## src/rtl/irq_pkg.sv

```systemverilog
// Shared definitions for the MIPS interrupt controller.
//   NSRC          : number of interrupt sources
//   IRQ_*         : cfg_idx register indices
//   irq_state_e   : controller FSM states
//   STAT_*        : bit positions inside stat_o
package irq_pkg;

    localparam int unsigned NSRC = 4;

    localparam logic [2:0] IRQ_VEC0  = 3'd0;
    localparam logic [2:0] IRQ_VEC1  = 3'd1;
    localparam logic [2:0] IRQ_VEC2  = 3'd2;
    localparam logic [2:0] IRQ_VEC3  = 3'd3;
    localparam logic [2:0] IRQ_EN    = 3'd4;
    localparam logic [2:0] IRQ_PEND  = 3'd5;
    localparam logic [2:0] IRQ_FORCE = 3'd6;
    localparam logic [2:0] IRQ_EOI   = 3'd7;

    typedef enum logic [1:0] {
        StIdle    = 2'd0,
        StReq     = 2'd1,
        StService = 2'd2
    } irq_state_e;

    localparam int unsigned STAT_PEND_LSB  = 0;
    localparam int unsigned STAT_EN_LSB    = 4;
    localparam int unsigned STAT_GRANT_LSB = 8;
    localparam int unsigned STAT_REQ       = 10;
    localparam int unsigned STAT_SVC       = 11;
    localparam int unsigned STAT_GEN       = 31;

endpackage

```

## src/rtl/irq_prio_enc.sv

```systemverilog
// Fixed-priority encoder: lowest set index wins.
//   req : request vector
//   any : at least one request set
//   idx : index of the winning request (0 when none)
module irq_prio_enc
    import irq_pkg::*;
(
    input  logic [NSRC-1:0] req,
    output logic            any,
    output logic [1:0]      idx
);

    always_comb begin
        any = |req;
        idx = '0;
        // Scan downward so the lowest set bit is the last to assign.
        for (int i = NSRC - 1; i >= 0; i--) begin
            if (req[i]) begin
                idx = 2'(i);
            end
        end
    end

endmodule

```

## src/rtl/mips_irq_ctl.sv

```systemverilog
// Interrupt controller: latches source edges into pending bits, masks, arbitrates by
// fixed priority and presents a vector with a req/ack handshake, holding the in-service
// state until an EOI write.
//   clk, rst          : clock, synchronous active-low reset
//   src_i             : synchronized source levels (timer, key1, key2, uart rx)
//   cfg_we/idx/din    : register write port
//   irq_ack_i         : CPU acknowledge pulse
//   irq_req_o         : registered interrupt request
//   irq_addr_o        : registered vector address, valid while irq_req_o
//   stat_o            : status word
module mips_irq_ctl
    import irq_pkg::*;
#(
    parameter logic [31:0] VEC_RST = 32'h0000_0000
) (
    input  logic            clk,
    input  logic            rst,
    input  logic [NSRC-1:0] src_i,
    input  logic            cfg_we,
    input  logic [2:0]      cfg_idx,
    input  logic [31:0]     cfg_din,
    input  logic            irq_ack_i,
    output logic            irq_req_o,
    output logic [31:0]     irq_addr_o,
    output logic [31:0]     stat_o
);

    logic [31:0]     vec_q [NSRC];
    logic [NSRC-1:0] en_q;
    logic            gen_q;
    logic [NSRC-1:0] pend_q, pend_d;
    logic [NSRC-1:0] src_d;
    logic            first_q;
    logic [1:0]      grant_q, grant_d;
    irq_state_e      state_q, state_d;
    logic            req_d;
    logic [31:0]     addr_d;

    logic [NSRC-1:0] rise, frc, w1c, ack_clr, elig;
    logic            elig_any;
    logic [1:0]      win;
    logic            vec_wr, en_wr, eoi_wr;

    assign vec_wr = cfg_we && !cfg_idx[2];
    assign en_wr  = cfg_we && (cfg_idx == IRQ_EN);
    assign eoi_wr = cfg_we && (cfg_idx == IRQ_EOI);
    assign frc    = (cfg_we && (cfg_idx == IRQ_FORCE)) ? cfg_din[NSRC-1:0] : '0;
    assign w1c    = (cfg_we && (cfg_idx == IRQ_PEND))  ? cfg_din[NSRC-1:0] : '0;

    // src_d is cleared by reset; the first cycle after reset only reloads it, so a
    // source already high at release is not mistaken for a rising edge.
    assign rise = src_i & ~src_d & {NSRC{~first_q}};

    assign elig = pend_q & en_q & {NSRC{gen_q}};

    irq_prio_enc u_prio_enc (
        .req (elig),
        .any (elig_any),
        .idx (win)
    );

    always_comb begin
        state_d = state_q;
        grant_d = grant_q;
        req_d   = irq_req_o;
        addr_d  = irq_addr_o;
        ack_clr = '0;
        case (state_q)
            StIdle: begin
                if (elig_any) begin
                    state_d = StReq;
                    grant_d = win;
                    req_d   = 1'b1;
                    addr_d  = vec_q[win];
                end
            end
            StReq: begin
                if (irq_ack_i) begin
                    state_d          = StService;
                    ack_clr[grant_q] = 1'b1;
                    req_d            = 1'b0;
                    addr_d           = '0;
                end else if (!elig[grant_q]) begin
                    // Granted source withdrawn: retract without re-arbitrating here.
                    state_d = StIdle;
                    req_d   = 1'b0;
                    addr_d  = '0;
                end
            end
            StService: begin
                if (eoi_wr) begin
                    state_d = StIdle;
                end
            end
            default: begin
                state_d = StIdle;
                req_d   = 1'b0;
                addr_d  = '0;
            end
        endcase
    end

    // Sets (edge/force) override clears (W1C/ack) in the same cycle.
    assign pend_d = (pend_q & ~(w1c | ack_clr)) | rise | frc;

    always_ff @(posedge clk) begin
        if (!rst) begin
            for (int i = 0; i < NSRC; i++) begin
                vec_q[i] <= VEC_RST;
            end
            en_q       <= '0;
            gen_q      <= 1'b0;
            pend_q     <= '0;
            src_d      <= '0;
            first_q    <= 1'b1;
            grant_q    <= '0;
            state_q    <= StIdle;
            irq_req_o  <= 1'b0;
            irq_addr_o <= '0;
        end else begin
            if (vec_wr) begin
                vec_q[cfg_idx[1:0]] <= cfg_din;
            end
            if (en_wr) begin
                en_q  <= cfg_din[NSRC-1:0];
                gen_q <= cfg_din[31];
            end
            pend_q     <= pend_d;
            src_d      <= src_i;
            first_q    <= 1'b0;
            grant_q    <= grant_d;
            state_q    <= state_d;
            irq_req_o  <= req_d;
            irq_addr_o <= addr_d;
        end
    end

    always_comb begin
        stat_o                              = '0;
        stat_o[STAT_PEND_LSB +: NSRC]       = pend_q;
        stat_o[STAT_EN_LSB +: NSRC]         = en_q;
        stat_o[STAT_GRANT_LSB +: 2]         = grant_q;
        stat_o[STAT_REQ]                    = (state_q == StReq);
        stat_o[STAT_SVC]                    = (state_q == StService);
        stat_o[STAT_GEN]                    = gen_q;
    end

endmodule
```

## config.mk

```make
export PLATFORM = sky130hd
export DESIGN_NAME = mips_irq_ctl
export DESIGN_NICKNAME = d
export VERILOG_FILES = /design/src/rtl/irq_pkg.sv /design/src/rtl/irq_prio_enc.sv /design/src/rtl/mips_irq_ctl.sv
export SDC_FILE = /design/constraint.sdc
export NUM_CORES = 1
export LEC_CHECK = 0
export CORE_ASPECT_RATIO = 1.1
export CORE_UTILIZATION = 33
export CTS_CLUSTER_SIZE = 40
export DETAILED_ROUTE_END_ITERATION = 16
export PLACE_DENSITY_LB_ADDON = 0.3
export SLEW_MARGIN = 20
export SYNTH_ARGS = -nofsm -noshare
export SYNTH_HDL_FRONTEND = slang
export SYNTH_SLANG_ARGS = --single-unit
```

## constraint.sdc

```tcl
create_clock -name clk -period 4.7 [get_ports clk]
set_clock_uncertainty 0.15 [all_clocks]
set_input_delay 0.47 -clock clk [delete_from_list [all_inputs] [get_ports clk]]
set_output_delay 0.47 -clock clk [all_outputs]
set_load 0.02 [all_outputs]
```

==> PnR_summary.wiki <==
{| class="wikitable"
! Metric !! Value
|-
| Run status || finished, final reports clean
|-
| Final routed DRC violation total || 0
|-
| Row count || 60
|-
| Number of synthesized register bits || 179
|-
| Time the worst path needs with I/O delays and setup || 2.880 ns
|-
| Setup repair after global routing missed its margin || false
|-
| Clk pwr share || 40.9%
|-
| Critical Path Start || rst
|-
| Cell type with the highest aggregate area in the netlist || edfxtp_1
|-
| Weighted congestion reported at the end of routability-driven placement || between 0.7 and 0.8
|-
| Worst setup path class || input port to flop
|-
| Routed wire length || 24,040 µm
|-
| Critical Path Most Common Cell || buf_4
|-
| Crit path max-delay cell type || clkdlybuf4s50_1
|-
| Peak clock frequency supported by timing || roughly 350 MHz
|-
| Setup TNS || 0 ns
|-
| Post-synth EDFFs || 128
|-
| Most instantiated library cell after synthesis || and2_1
|-
| Min-delay src || irq_req_o$_SDFFE_PN0P_
|-
| CTS tree || built
|-
| Series of cell instances along the critical path || clkdlybuf4s50_1 > clkinv_1 > buf_4 > or2_1 > nor2_1 > buf_4 > and2_1
|-
| Placeable core area || around 25,000 µm²
|-
| Starting DRC count in detailed routing || 536
|-
| Die height || 168.9 µm
|-
| Required time at the endpoint of the critical path || 4.84 ns
|-
| Top fanout value on the critical path || 32
|-
| Final Cycle Share || approximately three fifths
|-
| Power Internal || 0.002682 W
|-
| Setup Slack @ Placement || 1.379 ns
|-
| Gate count after technology mapping || 722
|-
| H-Tree Level Count || 4
|-
| Slew of the pin with the lowest slew margin || 1.054 ns
|-
| Avg Vias per Cell || between 5 and 6
|-
| Post-synth cell types || 40
|-
| Total CTS buffers || 17
|-
| Count of placed standard cells including taps || 1,057
|-
| Buffer depth of the longest clock path || 2
|-
| Finish-stage setup viols || 0
|-
| Total of buffers placed on input and output ports || 88
|-
| Inserted Diodes || 0
|-
| Crit path launch type || input port
|-
| Worst vdd ir || 0.2405 mV
|-
| Net count of the finished layout || a little over 800
|-
| Number of filler cells placed in the layout || 2,334
|-
| Post-Syn Area || 8354 µm²
|-
| Most instantiated cells after synthesis || and2_1 (133), edfxtp_1 (128), nand4_1 (97)
|-
| Number of setup buffers added after CTS || 0
|-
| Normalized max-slew margin || 29.58%
|-
| Synth warnings || 0
|-
| Clock Sink Count || 179
|-
| Quantity of gates resized following cts || 0
|-
| Average footprint of a synthesized cell || 11.57 µm²
|-
| Type of the worst min-delay path || flop to flop
|-
| Fraction of power spent switching nets || 21.93%
|-
| Post-DP Area || between 9000 and 10,000 µm²
|-
| Final hold violation count || 0
|-
| Wire length of the first global-routing pass || 36,620 µm
|-
| Share of Yosys cell area claimed by the top area cell type || a little under half
|-
| Clock tree root buffer cell || clkbuf_16
|-
| Synth top area cells || edfxtp_1 (46%), dfxtp_1 (12%), and2_1 (10%)
|-
| Static leakage power || between 3 and 4 nW
|-
| Final critical-path setup slack || 1.820 ns
|-
| Pins over their slew limit || 0
|-
| Post-route cell area || 10,010 µm²
|-
| Share of layout cells above drive strength 1 || approximately 8.5%
|-
| Antenna-violating nets left || 0
|-
| Via count || 6,140
|-
| Critical Path Max Stage Delay || roughly 0.87 ns
|-
| Net switching power || 0.0007534 W
|-
| Worst EP arrival || around 3.0 ns
|-
| Antenna violations before repair || 1
|-
| Number of global-route vias before repair || around 6,100
|-
| Critical Path End Type || flop
|-
| Die boundary width || 153.7 µm
|-
| Async S/R FF share, synth || 0%
|-
| Length of the first detailed-routing pass in iterations || 7
|-
| Number of top-level design ports || 108
|-
| Clock slew at reported path FFs || 0.06 ns
|-
| Initial cell density of the core || 33.93%
|-
| Total Die Area || around 26,000 µm²
|-
| HPWL reported at the end of detailed placement || 12,320 µm
|-
| Post-route insts no fill || 1,089
|-
| Sequential share of power || roughly 52%
|-
| Number of hold buffers added after CTS || 0
|-
| Reg-to-reg critical path startpoint || pend_q[3]$_SDFF_PN0_
|-
| Combinational share of power || ~6.6%
|-
| Sequential cell area fraction in the yosys report || 58.23%
|-
| Power Total || about 0.0034 W
|-
| Maximum number of pins on one net before global-route repair || 71
|-
| Setup slack, reg-to-reg || 1.96 ns
|-
| Top FF cell, synth || edfxtp_1
|-
| Count of max-cap constraint violations || 0
|-
| Detail-routed net length per standard cell || 22.08 µm
|-
| Area overhead of the layout relative to synthesis || 19.86%
|-
| Total global-route track usage || between 10% and 20%
|-
| Worst-skew pair later-pin latency || 0.42 ns
|-
| Power density over the cells || 343.1 nW/µm²
|-
| Remaining global-route overflow || 0
|}
[through the flow]
step / hold WS, ns / utilization, %
after detailed placement: 0.2940 / 38.33
final: 0.3037 / 40.67
after CTS: 0.3087 / 40.67
after floorplan: 0.3957 / -
after global routing: 0.3333 / 40.67
after global placement: 0.2886 / 38.33
[path summary, 6_finish.rpt]
check,cells after the start,end
max,7,vec_q[2][29]$_SDFFCE_PN0P_
min,1,irq_req_o$_SDFFE_PN0P_
max reg2reg,4,irq_addr_o[9]$_SDFFE_PN0P_
min reg2reg,1,irq_req_o$_SDFFE_PN0P_
[worst max-delay path, delay by kind of cell]
family / cells / cell delay (ns)
buf+inv: 4 / 1.92
simple gates: 3 / 0.58
[flip-flops by register name, summed over array words and instances (netlist names)]
register / cells
gen_q: 1
grant_q: 2
first_q: 1
src_d: 4
vec_q: 128
irq_addr_o: 32
state_q: 2
irq_req_o: 1
en_q: 4
pend_q: 4
[kinds of logic after synthesis]
logic type / synth area share, %
simple gates: 20.16
mux: 0.8687
buf+inv: 5.811
compound gates: 14.89
flops: 58.23
other cells: 0.04489
[cell usage in the layout, fill, tap and decap left out, drive strengths merged, types with 6 or more instances in the layout]
cell / count
nand4: 97
dfxtp: 51
o31ai: 65
clkinv: 10
a22oi: 6
conb: 19
a21oi: 8
a32o: 33
nand2: 10
and2: 136
o211ai: 33
clkdlybuf4s50: 88
nor2: 18
clkbuf: 19
edfxtp: 128
buf: 17
[cell type report]
cell class | instances | area (µm²) | area share (%)
Timing Repair Buffer | 105 | 1021 | 10.20
Multi-Input combinational cell | 460 | 3153 | 31.49
Clock inverter | 13 | 141.4 | 1.412
Sequential cell | 179 | 4866 | 48.59
Tap cell | 310 | 387.9 | 3.874
Clock buffer | 19 | 432.9 | 4.323
Inverter | 3 | 11.26 | 0.1125
[metal layers]
| layer | share of wire, % | track usage, % | up-vias |
|---|---|---|---|
| met1 | 44 | 24.68 | 3053 |
| met5 | 0.054 | 0 | - |
| met4 | 1.5 | 5.826 | 2 |
| met2 | 49 | 31.48 | 207 |
| met3 | 5.2 | 3.226 | 33 |
| li1 | - | - | 2845 |
[power by group through the flow]
| stage | sequential, W | combinational [W] | clock (W) |
|---|---|---|---|
| 3_3_place_gp | 0.00183 | 0.000226 | 0 |
| 6_report | 0.00180 | 0.000228 | 0.00141 |
| 5_1_grt | 0.00181 | 0.000247 | 0.00150 |
| 3_5_place_dp | 0.00183 | 0.000230 | 0 |
| 2_1_floorplan | 0.00183 | 0.000130 | 0 |
| 4_1_cts | 0.00180 | 0.000230 | 0.00143 |
Power figures use the tool's default switching activity.
